`src/rtl/pc_pkg.sv`:
```
// Shared types and default constants for the program-counter unit.
package pc_pkg;

  localparam int unsigned DEFAULT_INST_ADDR_WIDTH = 16;
  localparam int unsigned DEFAULT_PC_STEP         = 1;
  localparam int unsigned DEFAULT_RAS_DEPTH       = 4;

  typedef enum logic [2:0] {
    PC_SRC_HOLD,
    PC_SRC_SEQ,
    PC_SRC_BR,
    PC_SRC_JMP,
    PC_SRC_CALL,
    PC_SRC_RET
  } pc_src_e;

endpackage

```
`src/rtl/pc_unit_if.sv`:
```
// Request/response bundle between the fetch control logic and the PC unit.
interface pc_unit_if #(
  parameter int unsigned W = 16
) ();

  logic         stall;
  logic         branch_taken;
  logic [W-1:0] branch_target;
  logic         jump;
  logic         call;
  logic [W-1:0] jump_target;
  logic         ret;
  logic [W-1:0] pc_out;
  logic [W-1:0] pc_next;
  logic         ras_empty;
  logic         ras_full;
  logic         ras_overflow;
  logic         ras_underflow;

  modport master (
    output stall, branch_taken, branch_target, jump, call, jump_target, ret,
    input  pc_out, pc_next, ras_empty, ras_full, ras_overflow, ras_underflow
  );

  modport slave (
    input  stall, branch_taken, branch_target, jump, call, jump_target, ret,
    output pc_out, pc_next, ras_empty, ras_full, ras_overflow, ras_underflow
  );

endinterface

```
`src/rtl/ras_stack.sv`:
```
// Circular return-address stack; a push while full overwrites the oldest entry.
module ras_stack #(
  parameter int unsigned W     = 16,
  parameter int unsigned DEPTH = 4
) (
  input  logic         clk,
  input  logic         rst,
  input  logic         push,
  input  logic         pop,
  input  logic [W-1:0] wdata,
  output logic [W-1:0] rdata,
  output logic         empty,
  output logic         full,
  output logic         overflow,
  output logic         underflow
);

  localparam int unsigned PtrW = $clog2(DEPTH);
  localparam int unsigned CntW = $clog2(DEPTH + 1);

  logic [W-1:0]    mem_q [DEPTH];
  logic [PtrW-1:0] top_q, top_d;
  logic [CntW-1:0] count_q, count_d;
  logic            overflow_q, underflow_q;
  logic            push_en, pop_en;

  assign empty   = (count_q == '0);
  assign full    = (count_q == CntW'(DEPTH));
  assign rdata   = mem_q[top_q];
  assign push_en = push & ~pop;
  assign pop_en  = pop & ~empty;

  always_comb begin
    top_d   = top_q;
    count_d = count_q;
    if (pop_en) begin
      top_d   = top_q - PtrW'(1);
      count_d = count_q - CntW'(1);
    end else if (push_en) begin
      top_d = top_q + PtrW'(1);
      if (!full) count_d = count_q + CntW'(1);
    end
  end

  always_ff @(posedge clk or negedge rst) begin
    if (!rst) begin
      top_q       <= '0;
      count_q     <= '0;
      overflow_q  <= 1'b0;
      underflow_q <= 1'b0;
    end else begin
      top_q       <= top_d;
      count_q     <= count_d;
      overflow_q  <= push_en & full;
      underflow_q <= pop & empty;
    end
  end

  // Storage is not reset; entries are only read while count is non-zero.
  always_ff @(posedge clk) begin
    if (push_en) mem_q[top_d] <= wdata;
  end

  assign overflow  = overflow_q;
  assign underflow = underflow_q;

endmodule

```
`src/rtl/pc_unit.sv`:
```
// Fetch-stage program counter: prioritised next-PC select, stall hold and call/return stack.
module pc_unit
  import pc_pkg::*;
#(
  parameter int unsigned INST_ADDR_WIDTH = DEFAULT_INST_ADDR_WIDTH,
  parameter int unsigned PC_STEP         = DEFAULT_PC_STEP,
  parameter logic [INST_ADDR_WIDTH-1:0] RESET_VECTOR = '0,
  parameter int unsigned RAS_DEPTH       = DEFAULT_RAS_DEPTH
) (
  input logic       clk,
  input logic       rst,
  pc_unit_if.slave  bus
);

  localparam int unsigned W = INST_ADDR_WIDTH;

  pc_src_e      src;
  logic [W-1:0] pc_q, pc_d, pc_seq, ras_rdata;
  logic         ras_push, ras_pop, ras_empty, ras_full;

  assign pc_seq = pc_q + W'(PC_STEP);

  always_comb begin
    src      = PC_SRC_SEQ;
    ras_push = 1'b0;
    ras_pop  = 1'b0;
    if (bus.stall) begin
      src = PC_SRC_HOLD;
    end else if (bus.ret) begin
      // A ret on an empty stack still reaches the RAS so it can flag underflow.
      ras_pop = 1'b1;
      src     = ras_empty ? PC_SRC_SEQ : PC_SRC_RET;
    end else if (bus.call) begin
      ras_push = 1'b1;
      src      = PC_SRC_CALL;
    end else if (bus.jump) begin
      src = PC_SRC_JMP;
    end else if (bus.branch_taken) begin
      src = PC_SRC_BR;
    end
  end

  always_comb begin
    pc_d = pc_seq;
    unique case (src)
      PC_SRC_HOLD: pc_d = pc_q;
      PC_SRC_SEQ:  pc_d = pc_seq;
      PC_SRC_BR:   pc_d = bus.branch_target;
      PC_SRC_JMP:  pc_d = bus.jump_target;
      PC_SRC_CALL: pc_d = bus.jump_target;
      PC_SRC_RET:  pc_d = ras_rdata;
      default:     pc_d = pc_seq;
    endcase
  end

  always_ff @(posedge clk or negedge rst) begin
    if (!rst) pc_q <= RESET_VECTOR;
    else      pc_q <= pc_d;
  end

  ras_stack #(
    .W     (W),
    .DEPTH (RAS_DEPTH)
  ) u_ras (
    .clk       (clk),
    .rst       (rst),
    .push      (ras_push),
    .pop       (ras_pop),
    .wdata     (pc_seq),
    .rdata     (ras_rdata),
    .empty     (ras_empty),
    .full      (ras_full),
    .overflow  (bus.ras_overflow),
    .underflow (bus.ras_underflow)
  );

  assign bus.pc_out    = pc_q;
  assign bus.pc_next   = pc_d;
  assign bus.ras_empty = ras_empty;
  assign bus.ras_full  = ras_full;

endmodule

```
`src/flat_wrapper.sv`:
```
// flat-port wrapper written by rule: the top's interface ports become plain ports
module pc_unit_flat import pc_pkg::*;
#(
  parameter int unsigned INST_ADDR_WIDTH = DEFAULT_INST_ADDR_WIDTH,
  parameter int unsigned PC_STEP         = DEFAULT_PC_STEP,
  parameter logic [INST_ADDR_WIDTH-1:0] RESET_VECTOR = '0,
  parameter int unsigned RAS_DEPTH       = DEFAULT_RAS_DEPTH
)
  (clk, rst, bus_stall, bus_branch_taken, bus_branch_target, bus_jump, bus_call, bus_jump_target, bus_ret, bus_pc_out, bus_pc_next, bus_ras_empty, bus_ras_full, bus_ras_overflow, bus_ras_underflow);
  pc_unit_if #(.W(16)) bus_i ();
  input logic clk;
  input logic rst;
  input wire logic [$bits(bus_i.stall)-1:0] bus_stall;
  input wire logic [$bits(bus_i.branch_taken)-1:0] bus_branch_taken;
  input wire logic [$bits(bus_i.branch_target)-1:0] bus_branch_target;
  input wire logic [$bits(bus_i.jump)-1:0] bus_jump;
  input wire logic [$bits(bus_i.call)-1:0] bus_call;
  input wire logic [$bits(bus_i.jump_target)-1:0] bus_jump_target;
  input wire logic [$bits(bus_i.ret)-1:0] bus_ret;
  output wire logic [$bits(bus_i.pc_out)-1:0] bus_pc_out;
  output wire logic [$bits(bus_i.pc_next)-1:0] bus_pc_next;
  output wire logic [$bits(bus_i.ras_empty)-1:0] bus_ras_empty;
  output wire logic [$bits(bus_i.ras_full)-1:0] bus_ras_full;
  output wire logic [$bits(bus_i.ras_overflow)-1:0] bus_ras_overflow;
  output wire logic [$bits(bus_i.ras_underflow)-1:0] bus_ras_underflow;
  assign bus_i.stall = bus_stall;
  assign bus_i.branch_taken = bus_branch_taken;
  assign bus_i.branch_target = bus_branch_target;
  assign bus_i.jump = bus_jump;
  assign bus_i.call = bus_call;
  assign bus_i.jump_target = bus_jump_target;
  assign bus_i.ret = bus_ret;
  assign bus_pc_out = bus_i.pc_out;
  assign bus_pc_next = bus_i.pc_next;
  assign bus_ras_empty = bus_i.ras_empty;
  assign bus_ras_full = bus_i.ras_full;
  assign bus_ras_overflow = bus_i.ras_overflow;
  assign bus_ras_underflow = bus_i.ras_underflow;
  pc_unit #(.INST_ADDR_WIDTH(INST_ADDR_WIDTH), .PC_STEP(PC_STEP), .RESET_VECTOR(RESET_VECTOR), .RAS_DEPTH(RAS_DEPTH)) u_core (.clk(clk), .rst(rst), .bus(bus_i));
endmodule
```
`config.mk`:
```
export PLATFORM = sky130hd
export DESIGN_NAME = pc_unit_flat
export DESIGN_NICKNAME = d
export VERILOG_FILES = /design/src/rtl/pc_pkg.sv /design/src/rtl/pc_unit_if.sv /design/src/rtl/ras_stack.sv /design/src/rtl/pc_unit.sv /design/src/flat_wrapper.sv
export SDC_FILE = /design/constraint.sdc
export NUM_CORES = 1
export LEC_CHECK = 0
export ABC_AREA = 1
export BUFFER_PORTS_ARGS = -buffer_cell sky130_fd_sc_hd__clkbuf_2
export CORE_UTILIZATION = 25
export DETAILED_ROUTE_END_ITERATION = 16
export HOLD_SLACK_MARGIN = 0.1
export MAX_ROUTING_LAYER = met4
export PLACE_DENSITY = 0.53
export SLEW_MARGIN = 25
export SYNTH_ARGS = -nofsm -noshare
export SYNTH_HDL_FRONTEND = slang
export SYNTH_SLANG_ARGS = --single-unit
```
`constraint.sdc`:
```
create_clock -name clk -period 5.4 [get_ports clk]
set_input_delay 0.54 -clock clk [delete_from_list [all_inputs] [get_ports clk]]
set_output_delay 0.54 -clock clk [all_outputs]
set_load 0.05 [all_outputs]
```
==> implementation parameters <==
Parameter                              Value

Place
  Global placement routability congestion    0.862
  Number of placed instances with taps included    772
  Number of buffer cells added on primary ports    74
  DP HPWL    8330 µm

Logic synthesis
  Sequential element share of the synthesized area    56.7%
  Synth cell types    32
  Post-synth design cell area    4400 µm²
  Synth Instances    487
  Synth Net Count    528
  Synthesized area divided by synthesized cell count    9.04 µm²
  Register bit count reported by yosys    87
  Warnings from Yosys    0

Final layout
  Layout cell share with drive strength beyond 1    22.9%
  Non-Filler Instances    788
  Highest-count cells in the layout ignoring fill and taps    189 x nand2_1, 74 x clkbuf_2, 68 x nand3_1
  Commonest non-fill, non-tap cell in the layout    nand2_1
  Net total in the final layout    599
  Fin util    30.8%
  Antenna diode count    0
  Area delta synth->final    20.5%

STA
  Transition at the pin with the smallest max-transition slack    0.698 ns
  Slew headroom    53.5%
  Fmax    322 MHz
  RSZ-0062 raised after global routing    false
  Total count of hold-check failures in the final report    0
  Period minus WS final    3.11 ns
  Total count of max-transition violations in the final report    0
  Total setup violations reported at the end of the flow    0
  Final setup TNS    0 ns
  Final worst clock skew    0.00798 ns
  Final period utilization    57.6%

Critical path
  Kind of critical path    reg2out
  Reg2Reg Depth    9
  Startpoint Class    flop
  CP Capture Point    bus_pc_next[8]
  Endpoint kind of the worst setup timing path    output pin
  Setup crit start    u_core.bus.pc_out[0]
  Terminus of the critical flop-to-flop path    u_core.u_ras.mem_q[2][6]
  Slack of the worst reg-to-reg path    3.10 ns
  Maximum fanout encountered on the critical timing path    8
  Arrival time reported for the critical path endpoint    2.57 ns
  Worst path required time    4.86 ns
  Reg2reg start    u_core.u_ras.top_q[1]

Clock tree
  Num CTS Buffers    9
  Resized cells post-CTS    0
  CTS tree    built
  Post-CTS setup buffer count    0
  Number of buffers inserted by hold repair at cts    0
  Maximum clock insertion buffer count    2
  Number of levels the H-tree was split into    3
  Clock insertion delay at the later pin of the skew report    0.34 ns
  Total number of clock tree sinks    87
  Root buf cell    clkbuf_16
  Clock slew at the register clock pins of the worst setup and hold paths    0.07 ns

Routing
  Average wire per standard cell    15.0 µm
  Number of DRC markers in iteration 0    261
  Residual antenna-violating net count after detailed routing    0
  Vias    3534
  Drc violations    0
  Drt total wl    11800 µm
  First-pass iteration count of the detailed router    4
  Avg Vias per Cell    4.48

GRT
  Wire length of the first global-routing pass    18600 µm
  Via count of the first global-routing pass    3377
  Total congestion overflow after global routing    0
  Global routing usage on met1    19.6%
  Met3 Resource Use GR    2.59%
  Maximum number of pins on one net before global-route repair    36
  GRT Max-Usage Layer    met2
  GRT Util Overall    14.0%
  Number of antenna violations at the first check in global routing    0
  Global Route met2 Usage    20.4%

Min path
  Min-delay worst type    in2async

Pwr
  Design Power    3.14 mW
  Leakage power    2.43 nW
  Maximum resistive drop on vdd    0.353 mV
  Pwr per Cell Area    591 nW/µm²

Run status
  Run status    complete, no violations

Die
  DIE AREA    18100 µm²
  IO Pins    75
  Core outline area    17200 µm²
  Initial core utilization    25.5%
  Number of cell rows    48
  Y dimension of the die    135 µm
  Horizontal die dimension    135 µm

Run
  Maxcap violations    0
## registers in the layout, indices dropped and copies added (netlist names)
register and count:
u_core.u_ras.mem_q 64, u_core.u_ras.top_q 2, u_core.bus.pc_out 16, u_core.u_ras.underflow 1
u_core.u_ras.count_q 3, u_core.u_ras.overflow 1
## routing by layer
metal / wire length, µm / part of all wire, % / vias to the layer above
li1: - / - / 1742
met1: 5610 / 48 / 1696
met2: 5420 / 46 / 83
met3: 556 / 4.7 / 13
met4: 191 / 1.6 / 0
met5: 0 / 0 / -
## synthesized netlist by cell type, drive strengths merged
cell      n  share of area (%)
nand3    73                9.0
fa        1               0.45
nand4     5               0.71
ha        1               0.28
inv      27                2.4
and2      1               0.14
nor3      1               0.11
nor2     40                4.3
edfxtp   64                 44
nor4      1               0.14
buf      16                2.8
clkbuf    4               0.34
dfrtp    23                 13
o21ai    16                2.2
a21oi     1               0.11
xor2      8                1.6
nand2   203                 18
xnor2     2               0.40
## worst max-delay path, cell delays in order, from the launching register on
cell and delay, ns:
dfrtp_1 0.46, ha_1 0.22, nand2_1 0.09, nor2_2 0.36, nand2_1 0.12, xnor2_1 0.48
nand2_1 0.09, nand2_1 0.12, clkbuf_2 0.28
## where the power goes
part	switching (mW)	internal (mW)	total, mW	leakage [nW]
sequential	0.118	0.915	1.03	0.854
combinational	1.09	0.302	1.39	1.40
clock	0.256	0.456	0.712	0.169
total	1.46	1.67	3.14	2.43
## stage by stage
| stage | worst slack [ns] | hold slack, ns | cell area, µm² |
|---|---|---|---|
| after floorplan | 2.82 | 0.244 | 4400 |
| after global placement | 2.60 | 0.458 | 4960 |
| after detailed placement | 2.57 | 0.462 | 4960 |
| after CTS | 2.26 | 0.244 | 5310 |
| after global routing | 2.11 | 0.273 | 5310 |
| final | 2.29 | 0.227 | 5310 |
## final cells by class
cell class              instances  area, µm²
clock buffers                  14        284
clock inverters                 2       60.1
fillers                      1790      11900
inverters                      27        104
multi-input cells             353       1660
flip-flops and latches         87       2500
well taps                     225        282
repair buffers                 80        415
## logic make-up (layout without fill, tap and decap cells)
group                      after synthesis  count (layout)  synth area share [%]
adders and majority gates                2               2                 0.739
DFF                                     87              87                  56.7
xor gates and xnor gates                10              10                  1.99
and+or+nand+nor                        324             324                  32.7
buffers and inverters                   47             123                  5.48
AOI/OAI and AO/OA                       17              17                  2.36
## worst min-delay path by stage
stage	from	to	slack, ns	depth (start not counted)
after floorplan	rst	u_core.bus.pc_out[0]	0.24	0
after global placement	u_core.u_ras.count_q[2]	u_core.u_ras.count_q[2]	0.46	2
after detailed placement	u_core.u_ras.count_q[2]	u_core.u_ras.count_q[2]	0.46	2
after CTS	rst	u_core.bus.pc_out[12]	0.24	1
after global routing	rst	u_core.bus.pc_out[10]	0.27	1
final	rst	u_core.bus.pc_out[12]	0.23	1
Power figures use the tool's default switching activity.
